===== src/rtl/intr_ctrl_nest.sv =====
// intr_ctrl_nest: fast/normal interrupt controller for NUM_IO channels.
// Requests are latched per vector (pend, or defer when their channel is busy),
// masked, prioritised (lowest vector wins) and presented through intr/ack/eoi.
// A fast vector may pre-empt a normal one, so the in-service stack is 2 deep.
//
// state | meaning
// IDLE  | nothing in service, nothing presented
// REQ   | intr/intr_vec presented and frozen until ack or eoi
// SERV  | one vector in service (level 1)
// NEST  | fast vector nested over a normal one (level 2)
module intr_ctrl_nest #(
   parameter int NUM_IO = 3,
   parameter int VEC_W  = 3
) (
   input  logic                clk,
   input  logic                reset,
   input  logic [NUM_IO-1:0]   fintr_req,
   input  logic [NUM_IO-1:0]   intr_req,
   input  logic                mask_ld,
   input  logic [2*NUM_IO-1:0] mask_in,
   input  logic                intr_ack,
   input  logic                eoi,
   output logic                intr,
   output logic [VEC_W-1:0]    intr_vec,
   output logic [2*NUM_IO-1:0] isr_out,
   output logic [NUM_IO-1:0]   io_enable,
   output logic [1:0]          nest_level
);
   localparam int NV = 2*NUM_IO;

   typedef enum logic [1:0] {IDLE, REQ, SERV, NEST} state_t;

   state_t           state;
   logic [NV-1:0]    pend, defer, mask, isr;
   logic [NV-1:0]    pend_nx, defer_nx, isr_nx;
   logic [NV-1:0]    elig;
   logic [VEC_W-1:0] stk0, stk1, top_vec, win_vec;
   logic [1:0]       level;
   logic             win_valid, do_ack, do_eoi;
   int               ack_ch, eoi_ch;

   function automatic int chan_of(input logic [VEC_W-1:0] v);
      int i;
      i = int'(v);
      return (i < NUM_IO) ? i : i - NUM_IO;
   endfunction

   function automatic logic [NUM_IO-1:0] onehot(input int c);
      logic [NUM_IO-1:0] r;
      r = '0;
      for (int i = 0; i < NUM_IO; i++)
         if (i == c) r[i] = 1'b1;
      return r;
   endfunction

   // Innermost vector, the vectors allowed to pre-empt it, and the winner
   always_comb begin
      top_vec = (level == 2'd2) ? stk1 : stk0;
      elig    = '0;
      if (level == 2'd0)
         elig = '1;
      else if (level == 2'd1 && int'(top_vec) >= NUM_IO)
         elig[NUM_IO-1:0] = '1;
      win_valid = 1'b0;
      win_vec   = '0;
      for (int v = NV-1; v >= 0; v--) begin
         if (pend[v] && !mask[v] && elig[v]) begin
            win_valid = 1'b1;
            win_vec   = VEC_W'(v);
         end
      end
   end

   // Next pend/defer/in-service bits from ack, eoi and newly raised requests
   always_comb begin
      do_eoi   = eoi && (level != 2'd0);
      do_ack   = intr_ack && (state == REQ) && !do_eoi;
      ack_ch   = chan_of(intr_vec);
      eoi_ch   = chan_of(top_vec);
      isr_nx   = isr;
      pend_nx  = pend;
      defer_nx = defer;
      for (int v = 0; v < NV; v++) begin
         if (do_ack && v == int'(intr_vec)) begin
            isr_nx[v]  = 1'b1;
            pend_nx[v] = 1'b0;
         end
         if (do_eoi && v == int'(top_vec))
            isr_nx[v] = 1'b0;
      end
      for (int c = 0; c < NUM_IO; c++) begin
         // the other vector of an acked channel must wait for its EOI
         if (do_ack && c == ack_ch) begin
            if (int'(intr_vec) < NUM_IO) begin
               if (pend[NUM_IO+c]) begin
                  defer_nx[NUM_IO+c] = 1'b1;
                  pend_nx[NUM_IO+c]  = 1'b0;
               end
            end else if (pend[c]) begin
               defer_nx[c] = 1'b1;
               pend_nx[c]  = 1'b0;
            end
         end
         if (do_eoi && c == eoi_ch) begin
            pend_nx[c]         = pend_nx[c] | defer[c];
            pend_nx[NUM_IO+c]  = pend_nx[NUM_IO+c] | defer[NUM_IO+c];
            defer_nx[c]        = 1'b0;
            defer_nx[NUM_IO+c] = 1'b0;
         end
         // channel busy is judged after this edge's ack/eoi takes effect
         if (fintr_req[c] && !mask[c]) begin
            if (isr_nx[c] || isr_nx[NUM_IO+c]) defer_nx[c] = 1'b1;
            else                              pend_nx[c]  = 1'b1;
         end
         if (intr_req[c] && !mask[NUM_IO+c]) begin
            if (isr_nx[c] || isr_nx[NUM_IO+c]) defer_nx[NUM_IO+c] = 1'b1;
            else                              pend_nx[NUM_IO+c]  = 1'b1;
         end
      end
   end

   // Request latches, in-service bits and mask register
   always_ff @(posedge clk) begin
      if (reset) begin
         pend  <= '0;
         defer <= '0;
         isr   <= '0;
         mask  <= '0;
      end else begin
         pend  <= pend_nx;
         defer <= defer_nx;
         isr   <= isr_nx;
         if (mask_ld) mask <= mask_in;
      end
   end

   // Handshake FSM with in-service stack and registered CPU-facing outputs
   always_ff @(posedge clk) begin
      if (reset) begin
         state     <= IDLE;
         intr      <= 1'b0;
         intr_vec  <= '0;
         stk0      <= '0;
         stk1      <= '0;
         level     <= 2'd0;
         io_enable <= '0;
      end else begin
         case (state)
            IDLE: begin
               if (win_valid) begin
                  intr     <= 1'b1;
                  intr_vec <= win_vec;
                  state    <= REQ;
               end
            end
            REQ: begin
               if (do_eoi) begin
                  // outer ISR ended before the pre-empting vector was taken
                  intr      <= 1'b0;
                  level     <= level - 2'd1;
                  io_enable <= (level == 2'd2) ? onehot(chan_of(stk0)) : '0;
                  state     <= (level == 2'd2) ? SERV : IDLE;
               end else if (do_ack) begin
                  intr      <= 1'b0;
                  level     <= level + 2'd1;
                  io_enable <= onehot(chan_of(intr_vec));
                  if (level == 2'd0) begin
                     stk0  <= intr_vec;
                     state <= SERV;
                  end else begin
                     stk1  <= intr_vec;
                     state <= NEST;
                  end
               end
            end
            SERV: begin
               if (do_eoi) begin
                  level     <= 2'd0;
                  io_enable <= '0;
                  state     <= IDLE;
               end else if (win_valid) begin
                  intr     <= 1'b1;
                  intr_vec <= win_vec;
                  state    <= REQ;
               end
            end
            NEST: begin
               if (do_eoi) begin
                  level     <= 2'd1;
                  io_enable <= onehot(chan_of(stk0));
                  state     <= SERV;
               end
            end
            default: state <= IDLE;
         endcase
      end
   end

   assign isr_out    = isr;
   assign nest_level = level;

endmodule


===== config.mk =====
export PLATFORM = sky130hd
export DESIGN_NAME = intr_ctrl_nest
export DESIGN_NICKNAME = d
export VERILOG_FILES = /design/src/rtl/intr_ctrl_nest.sv
export SDC_FILE = /design/constraint.sdc
export NUM_CORES = 1
export LEC_CHECK = 0
export CORE_MARGIN = 2
export CORE_UTILIZATION = 50
export DETAILED_ROUTE_END_ITERATION = 10
export PLACE_DENSITY = 0.76
export SLEW_MARGIN = 15
export SYNTH_ARGS = -nofsm -noshare
export SYNTH_HDL_FRONTEND = slang
export SYNTH_SLANG_ARGS = --single-unit
export TNS_END_PERCENT = 5

===== constraint.sdc =====
create_clock -name clk -period 2.3 [get_ports clk]
set_input_delay 0.46 -clock clk [delete_from_list [all_inputs] [get_ports clk]]
set_output_delay 0.46 -clock clk [all_outputs]
set_load 0.02 [all_outputs]

# Word-level counts from Yosys, hierarchy flattened
# Cells that the tools add are included.
# totals
register_bits	41
latch_bits	0
mem_bits_rw	0
rom_bits	0
in_bits	17
mem_count	0
# classes
addsub	5
n_mul	0
div	0
magnitude_cmp	4
n_eq_ne	25
shift	0
mux	142
n_bitwise	8
n_reduce_logical	67
# op_table
cell	count
$mux 1	107
$eq 2x32->1 const A	3
$eq 3x32->1 const A	3
$logic_not 32->1	3
$mux 32	3
$mux 3	17
$logic_and 1x1->1	40
$eq 3x3->1 const A	8
$mux 2	10
$reduce_and 4->1	3
$sub 3x2->4 const B	3
$lt 3x2->1 const B	3
$pmux 3 s3	1
$pmux 2 s4	1
$logic_not 1->1	7
$eq 2x2->1 const B	3
$eq 2x3->1 const A	2
$logic_not 3->1	2
$ne 2x2->1 const B	3
$or 1x1->1	6
$pmux 2 s3	1
$pmux 3 s2	1
$reduce_bool 3->1	2
$eq 2x1->1 const B	2
11 further kinds	17

# Logic depth before layout (Yosys ltp)
# logic_depth
word_depth	13
ltp_mapped	11
mapped_depth_nobuf	10

# Least setup slack after synthesis
# Ideal clock, no wire load.
# synth_timing
path_type	register to register
start	register level[0] (netlist: nest_level[0])
end	register defer[5]
setup_time_ps	128
t_arrival_ps	2545
required_ps	2172
slack_ps	-373
stages_incl_launch_ff	11
n_path_buf	1
cell_sequence	dfxtp_1 inv_1 ha_1 buf_6 mux2_4 ha_1 or4bb_1 nor4_1 nor3_1 a32oi_1 nor2_1
# synth_via
elab_chain_cells	10
# synth_lines
item	line	rtl
start: declaration	38	logic [1:0] level;
start signal: assignment	160	level <= level - 2'd1;
start signal: assignment	165	level <= level + 2'd1;
parallel branches: the longest is 9 deep, another holds $sub 3x2->4	--	
$mux 1 (*)	115	if (intr_req[c] && !mask[NUM_IO+c]) begin
end signal: assignment	131	defer <= defer_nx;
end: declaration	34	logic [NV-1:0] pend, defer, mask, isr;
# Every way passes the cells marked *.
# A chain may end at the register's enable or synchronous reset.

# Worst setup path in the final report
# layout_timing
start	register level[0] (netlist: nest_level[0])
end	register pend[5]
# layout_via
elab_chain_cells	13
# layout_lines
item	line	rtl
parallel branches: the longest is 12 deep, another holds $sub 3x2->4	--	
$mux 1 (*)	115	
end signal: assignment	130	pend <= pend_nx;
end: declaration	34	
# Marked as above.

==> results.md <==
- CP dominant cell by count: ha_4
- Status: finished with violations
- Crit-path max FO: 4
- Cells after synthesis: 320
- Util after Layout: 68.2%
- FMAX: 0.427 GHz
- Clk_lat worst skew: 300 ps
- Synth unique cells: 60
- PortBufs: 31
- Max-Cap Viols: 0
- Worst VDD drop: 0.000458 V
- Seq cells post-synth: 41
- Antenna viol nets, final: 0
- IO Count: 32
- Clock Path Buffers: 2
- Antenna fix cells: 0
- Critical-path top delay cell: or4bb_1
- Critical Path Start Type: flip-flop
- Rows: 26
- Register area share after synthesis: 31.3%
- Starting density of the core: 51.6%
- TritonCTS clock tree: done
- Worst-Margin Slew: 682 ps
- Hold depth: 2
- Clock buffer count from CTS: 5
- Largest net degree at the start of global routing: 22
- Final hold vios: 0
- CP max stage delay: 510 ps
- Worst slew margin: 54.5%
- Pleak: 0.00140 uW
- Htree depth: 2
- Core ar.: 5070 sq um
- Crit path arrival time: 2560 ps
- Setup violators final: 1
- Drt total wl: 7350 um
- Synth Flop Type: dfxtp_1
- Initial antenna violation count: 0
- Violated checks: setup timing
- Reg clk slew, reported paths: 90 ps
- Post-route DRC violation count: 0
- Reg2reg end: pend[5]
- Nets: 415
- Pwr per Cell Area: 919 nW/um^2
- Root Driver: clkbuf_8
- GPL Wtd Cong: 0.924
- Hold Buf Count CTS: 0
- Gr ovfl total: 0
- Hold Startpoint: defer[0]
- Fin crit share: 102%
- Synth Cell Area: 2620 sq um
- Largest cells by area after synthesis: dfxtp_1 (31%), ha_1 (5.7%), nor2_1 (5.4%), a21oi_1 (3.8%), mux2i_1 (3.4%)
- EDFF count, synth: 0
- Die ar.: 5830 sq um
- Vias: 2654
- Post-DR wirelength/cell: 16.1 um
- Post-synth top area share: 31.3%
- Synth Area per Inst: 8.18 sq um
- Router iterations before antenna repair: 5
- Worst Path Required: 2520 ps
- DP HPWL: 5620 um
- First-pass GRT wire length: 12800 um
- Hold EP: pend[0]
- Sink Count: 41
- RSZ-0062 raised after global routing: yes
- Setup TNS: -43.0 ps
- Fraction of layout cells with a size suffix above 1: 18.6%
- Iteration-0 DRC Markers: 202
- Area grow syn2layout: 32.1%
- Die Ht: 76.4 um
- Ys async rst share: 0%
- Vias/cell: 5.81
- Worst-path cell chain: inv_4 -> ha_4 -> mux2_4 -> ha_4 -> or4bb_1 -> nor4_2 -> or3_1 -> nand2_1 -> a31oi_1
- Reg2reg start: nest_level[0]
- Max Slew Vio Count: 0
- Synthesized Nets: 349
- CP Capture Type: flip-flop
- Vias in the first global route: 2662
- Worst Clk Skew: 7.63 ps
- Reg2reg path depth: 9
- Yosys warns: 0
- Worst Slack Setup Final: -43.0 ps
- Worst R2R Setup Slack: -40 ps
- DIE WIDTH: 76.4 um
- Hold_ws: 474 ps
- Critical path class: reg2reg
- Most frequent cells in the layout: buf_4 (48), dfxtp_1 (39), nor2_1 (38)
- Gr usage total: 26.8%
- Area leader, netlist: dfxtp_1
- Final min period: 2340 ps
- Post-CTS Setup Inserts: 0
- Most common cell after layout, fill and taps aside: buf_4
- Worst min path class: reg2reg
## power by group
group | leakage [uW] | switching (uW) | internal (uW)
combinational | 0.000997 | 827 | 722
clock | 0.0000663 | 270 | 388
sequential | 0.000337 | 143 | 829
total | 0.00140 | 1240 | 1940
## cells by family (layout without fill, tap and decap cells)
logic type / Yosys count / in the layout / synth area share (%)
simple gates: 134 / 134 / 28.0
compound gates: 91 / 91 / 23.7
flops: 41 / 41 / 31.3
buf+inv: 29 / 96 / 4.83
mux: 13 / 13 / 6.31
fa+ha+maj: 12 / 12 / 5.73
## cell usage after synthesis (all sizes together) (3+ instances only)
cell,instances
a211oi,5
nand3,11
o21a,3
and2,3
nor2b,13
nor3,7
nand2b,12
mux2i,11
a21oi,20
dfxtp,41
inv,9
and3,8
o21ai,17
nor2,38
or3b,3
a2bb2oi,4
nand2,14
nand3b,4
buf,8
a41oi,8
a32oi,3
and4,3
a31oi,7
ha,12
clkbuf,12
o211ai,5
nor3b,3
## worst max path at each step
stage / startpoint / end / slack, ps
floorplan: nest_level[0] / defer[5] / -100
global placement: nest_level[0] / defer[0] / -90
detailed placement: nest_level[0] / pend[5] / -140
CTS: nest_level[0] / pend[5] / -30
global route: nest_level[0] / pend[2] / -120
finish: nest_level[0] / pend[5] / -40
## critical path: cells and delay by family (launching register included)
kind                     cells  cell delay (ps)
multiplexers                 1              340
flip-flops                   1              360
adder cells (fa/ha/maj)      2              390
AO/OA/AOI/OAI                1              150
AND/OR/NAND/NOR              4              950
buffers and inverters        1               60
## what timing repair did
action,4_1_cts,5_1_grt
setup endpoints to repair,13,12
endpoints found under the hold margin,0,0
cloned,0,0
resized for setup,5,1
pin swaps,0,0
## through the flow
step	instances	power [uW]	cell area [sq um]	setup WS (ps)
2_1_floorplan	320	1840	2640	-102
3_3_place_gp	449	2470	3310	-89.4
3_5_place_dp	449	2490	3310	-138
4_1_cts	457	3170	3450	-34.0
5_1_grt	457	3370	3460	-124
6_report	457	3180	3460	-43.0
## routing by layer
metal / track usage (%) / share of wire [%] / wire, um / vias up
met1: 33.7 / 43 / 3140 / 1240
met4: 8.73 / 2.1 / 157 / 0
met3: 4.74 / 5.3 / 390 / 18
met2: 46.4 / 50 / 3660 / 87
met5: 0 / 0 / 0 / -
li1: - / - / - / 1309
## state kept, by name, summed over array words and instances (netlist names)
name / count
stk1: 3
intr_vec: 3
io_enable: 3
intr: 1
mask: 6
state: 2
stk0: 3
nest_level: 2
isr_out: 6
defer: 6
pend: 6
## area by class of cell
cell class	instances	area (sq um)
multi-input combinational	250	1710
fill	438	1620
sequential	41	826
timing repair buffer	79	671
clock buffer	6	93.8
tap	70	87.6
inverter	9	36.3
clock inverter	2	35.0
Power figures use the tool's default switching activity.
